`src/rtl/bit_deserializer_pkg.sv`:
```
// Shared types and defaults for the bit deserializer.
package dff_pkg;

    typedef enum logic [1:0] {
        S_SHIFT = 2'd0,
        S_PAR   = 2'd1,
        S_DONE  = 2'd2
    } deser_state_e;

    localparam int DESER_WIDTH_DEF = 8;

endpackage

```
`src/rtl/bit_deserializer_if.sv`:
```
// Serial-in / word-out handshake bundle for the bit deserializer.
// master: the environment (drives bits, accepts words); slave: the deserializer.
interface bit_deserializer_if
    import dff_pkg::*;
#(
    parameter int WIDTH = DESER_WIDTH_DEF
);
    logic             bit_valid;
    logic             bit_in;
    logic             bit_ready;
    logic             word_valid;
    logic             word_ready;
    logic [WIDTH-1:0] word_data;
    logic             word_perr;

    modport master (
        output bit_valid, bit_in, word_ready,
        input  bit_ready, word_valid, word_data, word_perr
    );

    modport slave (
        input  bit_valid, bit_in, word_ready,
        output bit_ready, word_valid, word_data, word_perr
    );
endinterface

```
`src/rtl/bit_deserializer_out_reg.sv`:
```
// Valid/ready output holding register: keeps a word stable until the
// consumer takes it, and accepts a new word in the same cycle as a handshake.
module deser_out_reg
    import dff_pkg::*;
#(
    parameter int WIDTH = DESER_WIDTH_DEF
) (
    input  logic             clk,
    input  logic             rst,
    input  logic             load,
    input  logic [WIDTH-1:0] data_in,
    input  logic             perr_in,
    input  logic             out_ready,
    output logic             out_valid,
    output logic [WIDTH-1:0] out_data,
    output logic             out_perr
);

    logic             valid_q, valid_d;
    logic [WIDTH-1:0] data_q,  data_d;
    logic             perr_q,  perr_d;

    // Next-state: load wins over drain, otherwise a handshake empties the register.
    always_comb begin
        valid_d = valid_q;
        data_d  = data_q;
        perr_d  = perr_q;
        if (load) begin
            valid_d = 1'b1;
            data_d  = data_in;
            perr_d  = perr_in;
        end else if (out_ready) begin
            valid_d = 1'b0;
        end
    end

    // Output register with synchronous reset.
    always_ff @(posedge clk) begin
        if (rst) begin
            valid_q <= 1'b0;
            data_q  <= '0;
            perr_q  <= 1'b0;
        end else begin
            valid_q <= valid_d;
            data_q  <= data_d;
            perr_q  <= perr_d;
        end
    end

    assign out_valid = valid_q;
    assign out_data  = data_q;
    assign out_perr  = perr_q;

endmodule

```
`src/rtl/bit_deserializer.sv`:
```
// Serial-to-parallel capture stage: collects bits LSB first into WIDTH-bit
// words and presents them on a valid/ready port.
// Optional feature macro: DESER_PARITY_EN (adds a trailing even-parity bit
// per frame and reports word_perr).
//
// state   | meaning
// S_SHIFT | accepting data bits, count = index of next bit
// S_PAR   | accepting the parity bit (DESER_PARITY_EN only)
// S_DONE  | frame complete, waiting for the output register to be free
module bit_deserializer
    import dff_pkg::*;
#(
    parameter int WIDTH = DESER_WIDTH_DEF,
    parameter int CNT_W = $clog2(WIDTH + 2)
) (
    input  logic               clk,
    input  logic               rst,
    bit_deserializer_if.slave  bus
);

    deser_state_e     state_q, state_d;
    logic [CNT_W-1:0] count_q, count_d;
    logic [WIDTH-1:0] shift_q, shift_d;
    logic             bit_ready_q, bit_ready_d;
    logic             accept;
    logic             load;
    logic             out_valid;
    logic             out_free;
    logic             perr_calc;

`ifdef DESER_PARITY_EN
    logic             par_q, par_d;
    assign perr_calc = ^{shift_q, par_q};
`else
    assign perr_calc = 1'b0;
`endif

    assign accept   = bus.bit_valid && bit_ready_q;
    assign out_free = !out_valid || bus.word_ready;

    // FSM next-state, bit placement and counter.
    always_comb begin
        state_d = state_q;
        count_d = count_q;
        shift_d = shift_q;
        load    = 1'b0;
`ifdef DESER_PARITY_EN
        par_d   = par_q;
`endif
        case (state_q)
            S_SHIFT: begin
                if (accept) begin
                    for (int i = 0; i < WIDTH; i++) begin
                        if (count_q == CNT_W'(i)) begin
                            shift_d[i] = bus.bit_in;
                        end
                    end
                    count_d = count_q + CNT_W'(1);
                    if (count_q == CNT_W'(WIDTH - 1)) begin
`ifdef DESER_PARITY_EN
                        state_d = S_PAR;
`else
                        state_d = S_DONE;
`endif
                    end
                end
            end
`ifdef DESER_PARITY_EN
            S_PAR: begin
                if (accept) begin
                    par_d   = bus.bit_in;
                    state_d = S_DONE;
                end
            end
`endif
            S_DONE: begin
                if (out_free) begin
                    load    = 1'b1;
                    count_d = '0;
                    state_d = S_SHIFT;
                end
            end
            default: begin
                count_d = '0;
                state_d = S_SHIFT;
            end
        endcase
        bit_ready_d = (state_d != S_DONE);
    end

    // State, counter, shift register and registered bit_ready.
    always_ff @(posedge clk) begin
        if (rst) begin
            state_q     <= S_SHIFT;
            count_q     <= '0;
            shift_q     <= '0;
            bit_ready_q <= 1'b1;
`ifdef DESER_PARITY_EN
            par_q       <= 1'b0;
`endif
        end else begin
            state_q     <= state_d;
            count_q     <= count_d;
            shift_q     <= shift_d;
            bit_ready_q <= bit_ready_d;
`ifdef DESER_PARITY_EN
            par_q       <= par_d;
`endif
        end
    end

    deser_out_reg #(
        .WIDTH (WIDTH)
    ) u_out_reg (
        .clk       (clk),
        .rst       (rst),
        .load      (load),
        .data_in   (shift_q),
        .perr_in   (perr_calc),
        .out_ready (bus.word_ready),
        .out_valid (out_valid),
        .out_data  (bus.word_data),
        .out_perr  (bus.word_perr)
    );

    assign bus.word_valid = out_valid;
    assign bus.bit_ready  = bit_ready_q;

endmodule
```
`src/flat_wrapper.sv`:
```
// flat-port wrapper written by rule: the top's interface ports become plain ports
module bit_deserializer_flat import dff_pkg::*;
#(
    parameter int WIDTH = DESER_WIDTH_DEF,
    parameter int CNT_W = $clog2(WIDTH + 2)
)
  (clk, rst, bus_bit_valid, bus_bit_in, bus_word_ready, bus_bit_ready, bus_word_valid, bus_word_data, bus_word_perr);
  bit_deserializer_if #(.WIDTH(WIDTH)) bus_i ();
  input  logic clk;
  input  logic rst;
  input wire logic [$bits(bus_i.bit_valid)-1:0] bus_bit_valid;
  input wire logic [$bits(bus_i.bit_in)-1:0] bus_bit_in;
  input wire logic [$bits(bus_i.word_ready)-1:0] bus_word_ready;
  output wire logic [$bits(bus_i.bit_ready)-1:0] bus_bit_ready;
  output wire logic [$bits(bus_i.word_valid)-1:0] bus_word_valid;
  output wire logic [$bits(bus_i.word_data)-1:0] bus_word_data;
  output wire logic [$bits(bus_i.word_perr)-1:0] bus_word_perr;
  assign bus_i.bit_valid = bus_bit_valid;
  assign bus_i.bit_in = bus_bit_in;
  assign bus_i.word_ready = bus_word_ready;
  assign bus_bit_ready = bus_i.bit_ready;
  assign bus_word_valid = bus_i.word_valid;
  assign bus_word_data = bus_i.word_data;
  assign bus_word_perr = bus_i.word_perr;
  bit_deserializer #(.WIDTH(WIDTH), .CNT_W(CNT_W)) u_core (.clk(clk), .rst(rst), .bus(bus_i));
endmodule
```
`config.mk`:
```
export PLATFORM = sky130hd
export DESIGN_NAME = bit_deserializer_flat
export DESIGN_NICKNAME = d
export VERILOG_FILES = /design/src/rtl/bit_deserializer_pkg.sv /design/src/rtl/bit_deserializer_if.sv /design/src/rtl/bit_deserializer_out_reg.sv /design/src/rtl/bit_deserializer.sv /design/src/flat_wrapper.sv
export SDC_FILE = /design/constraint.sdc
export NUM_CORES = 1
export LEC_CHECK = 0
export BUFFER_PORTS_ARGS = -buffer_cell sky130_fd_sc_hd__buf_4
export CORE_MARGIN = 2
export CORE_UTILIZATION = 58
export CTS_CLUSTER_SIZE = 16
export DETAILED_ROUTE_END_ITERATION = 16
export PLACE_DENSITY_LB_ADDON = 0.2
export SLEW_MARGIN = 40
export SYNTH_ARGS = -nofsm -noshare
export SYNTH_HDL_FRONTEND = slang
export SYNTH_SLANG_ARGS = --single-unit
```
`constraint.sdc`:
```
create_clock -name clk -period 2 [get_ports clk]
set_input_delay 0.5 -clock clk [delete_from_list [all_inputs] [get_ports clk]]
set_output_delay 0.5 -clock clk [all_outputs]
set_load 0.05 [all_outputs]
```
; Word-level counts from Yosys, hierarchy flattened
; Cells that the tools add are included.
[classes]
addsub = 1
eq_ne = 11
mux = 11
n_reduce_logical = 15
[op_table]
columns = operator, n
row1 = $reduce_and 3->1, 8
row2 = $eq 4x3->1 const B, 4
row3 = $eq 4x2->1 const B, 2
row4 = $mux 4, 2
row5 = $pmux 4 s2, 1
row6 = $mux 2, 3
row7 = $add 4x1->4 const B, 1
row8 = $eq 4x1->1 const B, 1
row9 = $logic_not 4->1, 1
row10 = $mux 1, 4
row11 = $ne 2x1->1 const B, 2
row12 = $pmux 2 s2, 1
row13 = $eq 2x2->1 const B, 1
row14 = $logic_not 2->1, 1
row15 = $ne 2x2->1 const B, 1
row16 = $reduce_and 2->1, 1
row17 = $reduce_bool 2->1, 1
row18 = $logic_and 1x1->1, 1
row19 = $logic_not 1->1, 1
row20 = $logic_or 1x1->1, 1
[word_totals]
regBits = 24
output_inout_bits = 11
word_cells = 51

; Longest topological paths before layout
; Gate-level depths: netlist of the first run.
[logic_depth]
ltp_word = 5
mapped_depth = 5
depth_no_buf = 4

; Cells and area by module
; A second synthesis of the first run with hierarchy kept.
[hier_totals]
cells_unflattened = 112
area_unflattened_um2 = 1123.6
[by_module_without_submodules]
columns = mod, instances, cells_per_inst, area_per_inst_um2, seq_area_each_um2
row1 = bit_deserializer, 1, 79, 768.2, 300.3
row2 = deser_out_reg, 1, 33, 355.3, 200.2

; Worst setup path after synthesis of the first run
; OpenSTA, ideal clock, no wires.
[synth_path]
path_type = reg-to-reg
startpoint = reg u_core.bit_ready_q (netlist: u_core.bus.bit_ready)
endpoint = reg u_core.count_q[2]
setup_time_ps = 91
arrival_ps = 1338
t_required_ps = 1909
setup_slack_ps = 571
path_stages_with_launch = 5
cell_sequence = dfxtp_1 > and2_1 > buf_4 > a31oi_1 > a311oi_1
[synth_via]
elab_chain_cells = 3
[synth_rtl]
columns = item, line_no
row1 = from (decl), bit_deserializer.sv:24  ; logic bit_ready_q, bit_ready_d;
row2 = from (signal assigned), bit_deserializer.sv:105  ; bit_ready_q <= bit_ready_d;
row3 = $logic_and 1x1->1, bit_deserializer.sv:38  ; assign accept = bus.bit_valid && bit_ready_q;
row4 = $ne 2x1->1 (no line), -
row5 = $reduce_and 2->1 (no line), -
row6 = to (signal assigned), bit_deserializer.sv:103  ; count_q <= count_d;
row7 = to (decl), bit_deserializer.sv:22  ; logic [CNT_W-1:0] count_q, count_d;
; Every way passes these cells.
; A chain may end at the register's enable or synchronous reset.

; Final worst setup path of the first run
[layout_path]
startpoint = reg u_core.state_q[1]
endpoint = reg u_core.u_out_reg.data_q[4] (netlist: u_core.u_out_reg.out_data[4])
[layout_via]
elab_chain_cells = 2
[layout_rtl]
columns = item, line_no
row1 = from (decl), bit_deserializer.sv:21  ; deser_state_e state_q, state_d;
row2 = from (signal assigned), bit_deserializer.sv:102  ; state_q <= state_d;
row3 = $eq 2x2->1, bit_deserializer.sv:50  ; case (state_q)
row4 = $mux 1, bit_deserializer.sv:50
row5 = to (signal assigned), bit_deserializer_out_reg.sv:45  ; data_q <= data_d;
row6 = to (decl), bit_deserializer_out_reg.sv:20  ; logic [WIDTH-1:0] data_q, data_d;
; Every way passes these cells.

==> metrics.txt, run 1 <==
status finished clean; Area Growth Syn to Fin 12.98%; RSZ-0062 raised after global routing no; most frequent cells in the layout dfxtp_1, nand3_1, buf_4, a21oi_1, nand2b_1; # diodes 0; mean area per synthesized cell 9.232 µm²; Post-CTS Setup Bufs 0; WL final between 2 and 2.5 mm; Synth warnings 0; Final nets ~140; Clock Skew approximately 11 ps; crit path kind flip-flop to flip-flop; io pins 16; initial antenna violation count 0; Post-Syn Area 1099 µm²; hold path depth 2; DR pass1 iterations 4; starting DRC count in detailed routing 30; FMAX just under 700 MHz; Synth async-reset ratio 0%; Placed Cells incl. Taps 150; core area between 1500 and 2000 µm²; IO buf count 14; Max IR drop VDD 0.7060 mV; number of synthesized flops with an enable pin 0; crit-path max FO 10; die height approximately 48 µm; area post-placement around 1200 µm²; Tcrit/Tclk final between 70% and 80%; slew margin rel. 62.24%; sequential share of the synthesized area 43.74%; Synth Register Bits 24; cell area after layout 1241 µm²; Reg2Reg Depth 3; setup violators final 0; DRC violations left 0; Hold Crit Class input port to flip-flop; Most used DFF post-synth dfxtp_1; clk_lat worst skew approximately 310 ps; CTS buffer count 3; final worst slack 549.8 ps; width of the die around 48 µm; largest net degree at the start of global routing 20; cts repair resizes 0; detail-routed net length per standard cell 14.27 µm; CTS H-tree lvls 1; DPL Wire Length 1.614 mm; Initial Util a little over three fifths; vias 870; Vias/cell approximately 5.6; CP Data Arrival Time between 1500 and 2000 ps; Critical Path RT around 2300 ps; worst slew pin tran about 570 ps; Distinct cells, synth 28; GRT Total Usage 23.02%; DP Worst Slack ~450 ps; fin. max-slew vios 0; most common cell after layout, fill and taps aside dfxtp_1; max_cap viols 0; CTS Root Cell clkbuf_4; Finished Layout Cells about 150; row count 15; Post-DRT Antenna Nets 0; die area 2258 µm²; GP Congestion ~0.83; hold-fix buffer count after cts 0; CTS sink count 24; pwr dens between 600 and 700 nW/µm²; vias in the first global route around 800; Final min period 1450 ps; first-pass GRT wire length ~3.5 mm; startpoint types flip-flop; TNS Setup 0 ps; Longest Clk Path Bufs 2; share of layout cells above drive strength 1 between 10% and 20%; CTS clock-pin slew for the worst setup and hold paths 130 ps; CTS tree done; number of cells produced by synthesis roughly 120; grt ovf 0; LEAKAGE between 0.5 and 0.6 nW; final hold vios 0; CP endpoint kind flip-flop
[logic make-up after synthesis]
family,count (synthesis),synth area share [%]
and+or+nand+nor,40,23.35
AOI/OAI and AO/OA,29,14.47
DFF,24,43.74
buffers and inverters,13,6.263
muxes,8,7.290
adders and majority gates,4,4.556
other,1,0.3414
[per-stage QoR]
step | power, W | hold slack, ps | utilization (%)
after detailed placement | 0.0005374 | 461.8 | 68.10
after CTS | 0.0008793 | 438.5 | 71.11
after global placement | 0.0005362 | 455.1 | 68.10
after global routing | 0.0009042 | 446.1 | 71.11
after floorplan | 0.0005297 | 444.2 | -
final | 0.0008686 | 453.2 | 71.11
[per-layer routing]
layer	vias up	wire length [µm]	global-route usage [%]
met5	-	0	0
met3	8	112	4.906
met1	398	944	27.15
met2	29	1073	36.76
li1	435	-	-
met4	0	68	16.67
[where the power goes]
part | switching, W | total (W) | internal (W)
Clock | 0.000138 | 0.000341 | 0.000203
Sequential | 0.00000431 | 0.000486 | 0.000482
Combinational | 0.0000254 | 0.0000419 | 0.0000164
[area by class of cell]
class,count,area [µm²]
tap,25,31.28
clock inverter,1,30.03
sequential,24,480.5
fill,149,504.2
inverter,3,11.26
timing repair buffer,15,112.6
multi-input combinational,83,553.0
clock buffer,3,22.52
[critical path: stages (launching register included)]
cell,delay (ps)
dfxtp_1,560
nor2b_1,530
nand3_1,160
a21oi_1,150
[worst paths after layout]
path | from | to | slack (ps)
worst max-delay path | u_core.state_q[1] | u_core.u_out_reg.out_data[4] | 550
worst min-delay path | rst | u_core.u_out_reg.out_data[5] | 450
worst min register to register | u_core.shift_q[0] | u_core.u_out_reg.out_data[0] | 480
worst max register to register | u_core.state_q[1] | u_core.u_out_reg.out_data[4] | 550
[cells in the mapped netlist, drive strengths merged (2+ instances only)]
master	count	area, µm²
o21ai	10	50.05
a21oi	14	70.07
mux2i	8	80.08
nand3	19	100.1
a21o	2	15.01
clkbuf	4	16.26
nor2b	2	12.51
inv	3	11.26
buf	6	41.28
dfxtp	24	480.5
nand2b	11	68.82
ha	4	50.05
[state kept, by name, summed over array words and instances, names as in the netlist]
register and count:
u_core.u_out_reg.out_data 8, u_core.state_q 2, u_core.shift_q 8, u_core.u_out_reg.out_valid 1, u_core.count_q 4, u_core.bus.bit_ready 1
Note: power is estimated with default switching activity, not from simulation.
==> run 2: changes to the inputs <==
ABC_AREA = 1   (was default)
CORE_UTILIZATION = 54   (was 58)
clock period = 1.4 ns   (was 2 ns; I/O delays follow)
==> metrics.txt, run 2 <==
Yosys top cell area share between 40% and 50%; LEAKAGE between 0.5 and 0.6 nW; Tcrit/Tclk final between 80% and 90%; crit-path max FO 6; most common library cells after synthesis nor2_1, dfxtp_1, o21ai_0; core area about 1800 µm²; status finished clean; area post-placement roughly 1200 µm²; grt ovf 0; WL final 1.874 mm; Vias/cell 4.801; post-synthesis adder-cell area fraction slightly below 5%; number of cells produced by synthesis 140; setup violators final 0; mean area per synthesized cell 7.427 µm²; Synth async-reset ratio 0%; critical-path cell list inv_1 -> ha_1 -> inv_1 -> nor2_1 -> o21ai_0 -> nor2_1; multi-input logic area 495.5 µm²; multiplexer area fraction after synthesis 0%; CTS sink count 24; CTS Root Cell clkbuf_4; initial antenna violation count 0; DR pass1 iterations 4; final hold vios 0; Finished Layout Cells between 150 and 200; Clock Skew between 7 and 8 ps; reg-to-reg startpoint u_core.count_q[0]; TNS Setup 0 ps; die height ~48 µm; Post-DRT Antenna Nets 0; sequential share of the synthesized area 46.21%; row count 15; largest family of logic cells by synthesized area simple AND/OR/NAND/NOR gates; io pins 16; Simple-Gate Fraction of Synth Area about a third; DPL Wire Length ~1.4 mm; Critical Path RT around 1600 ps; crit path from u_core.count_q[0]; fin. max-slew vios 0; WP depth 6; Most used DFF post-synth dfxtp_1; pwr dens between 900 and 1000 nW/µm²; first-pass GRT wire length 2.939 mm; crit path kind flip-flop to flip-flop; CTS buffer count 3; Worst Path Buf+Inv 2; slowest cell on the critical path dfxtp_1; Hold Crit Class input port to flip-flop; FMAX ~800 MHz; Reg2Reg Depth 6; max_cap viols 0; Critical Path End u_core.count_q[1]; CTS clock-pin slew for the worst setup and hold paths between 100 and 150 ps; share of layout cells above drive strength 1 about 17%; xor/xnor cell area share of the yosys netlist 0%; width of the die ~48 µm; Util after Layout ~68%; cts repair resizes 0; Final nets around 170; Synth Register Bits 24; Post-CTS Setup Bufs 0; register area a little under 500 µm²; starting DRC count in detailed routing 6; # fillers around 170; # diodes 0; most common cell after layout, fill and taps aside nor2_1; largest net degree at the start of global routing 20; IO buf count 14; RSZ-0062 raised after global routing no; die area ~2300 µm²; startpoint types flip-flop; largest area contributor in the netlist dfxtp_1; CP endpoint kind flip-flop; Area Growth Syn to Fin 15.52%; detail-routed net length per standard cell 10.35 µm; Synth warnings 0; number of synthesized flops with an enable pin 0; worst reg2reg path endpoint u_core.count_q[1]; DRC violations left 0; CTS tree done; Synth Area in Compound Gates 10.59%; GP Congestion 0.7163; hold-fix buffer count after cts 0; GRT Total Usage 18.60%; CP Data Arrival Time 1450 ps; Max stage delay on crit path roughly 440 ps; most frequent cells in the layout nor2_1, dfxtp_1, o21ai_0, buf_4; Post-Syn Area between 1000 and 1500 µm²; clk_lat worst skew 310 ps; Final min period ~1200 ps; cell area after layout 1201 µm²; Placed Cells incl. Taps roughly 180; Distinct cells, synth 19; Initial Util between 50 and 60%; CTS H-tree lvls 1; most common cell in the netlist nor2_1; Max IR drop VDD between 0.6 and 0.7 mV; CP delay by family, top flip-flops; r2r setup slk 170 ps; vias between 800 and 900; vias in the first global route ~700; leading post-synthesis cells by cell area dfxtp_1, nor2_1, o21ai_0, ha_1, inv_1; Longest Clk Path Bufs 2
==> run 2: layout make-up <==
class,instances,share of cell area (%)
clock buffer,4,3.021
sequential,24,40.00
timing repair buffer,14,8.750
multi-input combinational,100,41.25
tap,25,2.604
inverter,14,4.375
==> run 2: cell families (layout without fill, tap and decap cells) <==
| logic type | after synthesis | in the layout |
|---|---|---|
| and+or+nand+nor | 72 | 72 |
| DFF | 24 | 24 |
| AOI/OAI and AO/OA | 22 | 22 |
| buffers and inverters | 17 | 32 |
| adders and majority gates | 4 | 4 |
| other | 1 | 2 |
==> run 2: power by group <==
group / internal, W / switching [W] / leakage (nW)
registers: 0.000693 / 0.0000117 / 0.194
clock network: 0.000159 / 0.000203 / 0.0210
logic: 0.0000277 / 0.0000546 / 0.302
total: 0.000880 / 0.000269 / 0.517
==> run 2: how the worst min path moves through the flow <==
stage                                  from                         end  slack (ps)  cells past startpoint
after CTS                               rst  u_core.u_out_reg.out_valid         180                      2
after floorplan                         rst  u_core.u_out_reg.out_valid         420                      1
after global routing                    rst  u_core.u_out_reg.out_valid         190                      2
after detailed placement  u_core.count_q[3]           u_core.count_q[3]         450                      2
after global placement    u_core.count_q[3]           u_core.count_q[3]         450                      2
final                                   rst  u_core.u_out_reg.out_valid         190                      2
==> run 2: layer usage <==
metal	track usage (%)	share of wire, %	vias up
met5	0	0	-
met4	9.730	2.3	0
met2	30.93	48	9
met1	23.39	47	383
met3	2.264	2.5	4
li1	-	-	473
==> run 2: stage by stage <==
step                total power (W)  setup slack, ps  hold WS [ps]
finish                     0.001149            171.6         190.3
global route               0.001199            41.88         186.9
CTS                        0.001159            159.4         183.3
detailed placement        0.0008020            143.1         454.7
global placement          0.0007989            197.3         449.6
floorplan                 0.0007817            27.14         419.1
==> run 2: worst register-to-register path: cells and delay by family (launching register included) <==
family                     cells  cell delay (ps)
DFF                            1              440
buffers and inverters          2              140
and+or+nand+nor                2               90
adders and majority gates      1              290
AOI/OAI and AO/OA              1              170
==> run 3: changes to the inputs <==
CORE_UTILIZATION = 35   (was 54)
==> metrics.txt, run 3 (synthesized netlist as in run 2, its figures left out) <==
status finished clean; width of the die just under 60 µm; grt ovf 0; final hold vios 0; io pins 16; CTS clock-pin slew for the worst setup and hold paths between 100 and 150 ps; setup violators final 0; CTS buffer count 3; cts repair resizes 0; Clock Skew approximately 4.4 ps; starting DRC count in detailed routing 23; Worst Path Buf+Inv 1; Final nets 166; Max stage delay on crit path around 360 ps; CTS tree done; Longest Clk Path Bufs 2; Initial Util between 30% and 40%; share of layout cells above drive strength 1 approximately 17%; row count 19; Post-CTS Setup Bufs 0; DR pass1 iterations 4; core area around 2800 µm²; initial antenna violation count 0; CTS H-tree lvls 1; DPL Wire Length approximately 1.4 mm; crit-path max FO 2; CP endpoint kind primary output; GP Congestion 0.7280; crit path kind flip-flop to primary output; Pwr Total 0.001155 W; Tcrit/Tclk final roughly 90%; vias in the first global route 730; CP Data Arrival Time slightly below 900 ps; max_cap viols 0; first-pass GRT wire length between 3 and 4 mm; die area around 3400 µm²; Critical Path RT about 1100 ps; critical-path cell list buf_4; RSZ-0062 raised after global routing no; IO buf count 14; Hold Crit Class input port to flip-flop; largest net degree at the start of global routing 20; # diodes 0; CTS Root Cell clkbuf_4; GRT Total Usage ~12%; detail-routed net length per standard cell 9.818 µm; Area Growth Syn to Fin 16.25%; hold-fix buffer count after cts 0; LEAKAGE about 0.52 nW; FMAX 815.6 MHz; Finished Layout Cells approximately 190; DRC violations left 0; Placed Cells incl. Taps 183; Final min period ~1200 ps; TNS Setup 0 ps; min-delay src rst; WL final around 1.8 mm; pwr dens between 900 and 1000 nW/µm²; Vias/cell about 4.7; CTS sink count 24; # fillers around 270; Max IR drop VDD 0.6131 mV; clk_lat worst skew around 320 ps; slowest cell on the critical path dfxtp_1; most frequent cells in the layout nor2_1, dfxtp_1, o21ai_0, buf_4; Post-DRT Antenna Nets 0; crit path from u_core.bus.bit_ready; die height about 59 µm; vias a little under 900; reg-to-reg startpoint u_core.count_q[0]; fin. max-slew vios 0; startpoint types flip-flop; most common cell after layout, fill and taps aside nor2_1; CP delay by family, top flip-flops
## run 3: routing by layer
layer	global-route usage (%)	up-vias	wire, µm
li1	-	478	-
met1	16.05	378	930
met2	19.26	16	809
met3	2.637	4	72
met4	5.980	0	23
met5	0	-	0
## run 3: final timing paths
| check | slack, ps | endpoint | cells after the start |
|---|---|---|---|
| setup / recovery | 170 | bus_bit_ready | 1 |
| hold / removal | 190 | u_core.u_out_reg.out_valid | 2 |
| setup reg to reg | 190 | u_core.count_q[1] | 6 |
| hold reg to reg | 480 | u_core.count_q[3] | 2 |
## run 3: where the power goes
part           internal [W]  leakage (nW)  switching [W]
Clock              0.000159        0.0210       0.000209
Combinational     0.0000279         0.302      0.0000545
Sequential         0.000693         0.194      0.0000109
Total              0.000880         0.517       0.000275
## run 3: final cells by class
type	instances	area, µm²	area share [%]
Multi-Input combinational cell	100	495.5	40.99
Clock buffer	4	36.28	3.002
Inverter	14	52.55	4.348
Timing Repair Buffer	14	105.1	8.696
Sequential cell	24	480.5	39.75
Tap cell	31	38.79	3.209
## run 3: through the flow
step | hold slack (ps) | instance area [µm²] | setup WS, ps | utilization [%]
final | 188.4 | 1209 | 173.9 | 43.45
after global routing | 166.0 | 1209 | 8.561 | 43.45
after detailed placement | 464.6 | 1172 | 124.7 | 42.15
after floorplan | 419.1 | 1044 | 27.14 | -
after global placement | 453.3 | 1172 | 175.6 | 42.15
after CTS | 186.1 | 1209 | 159.9 | 43.45
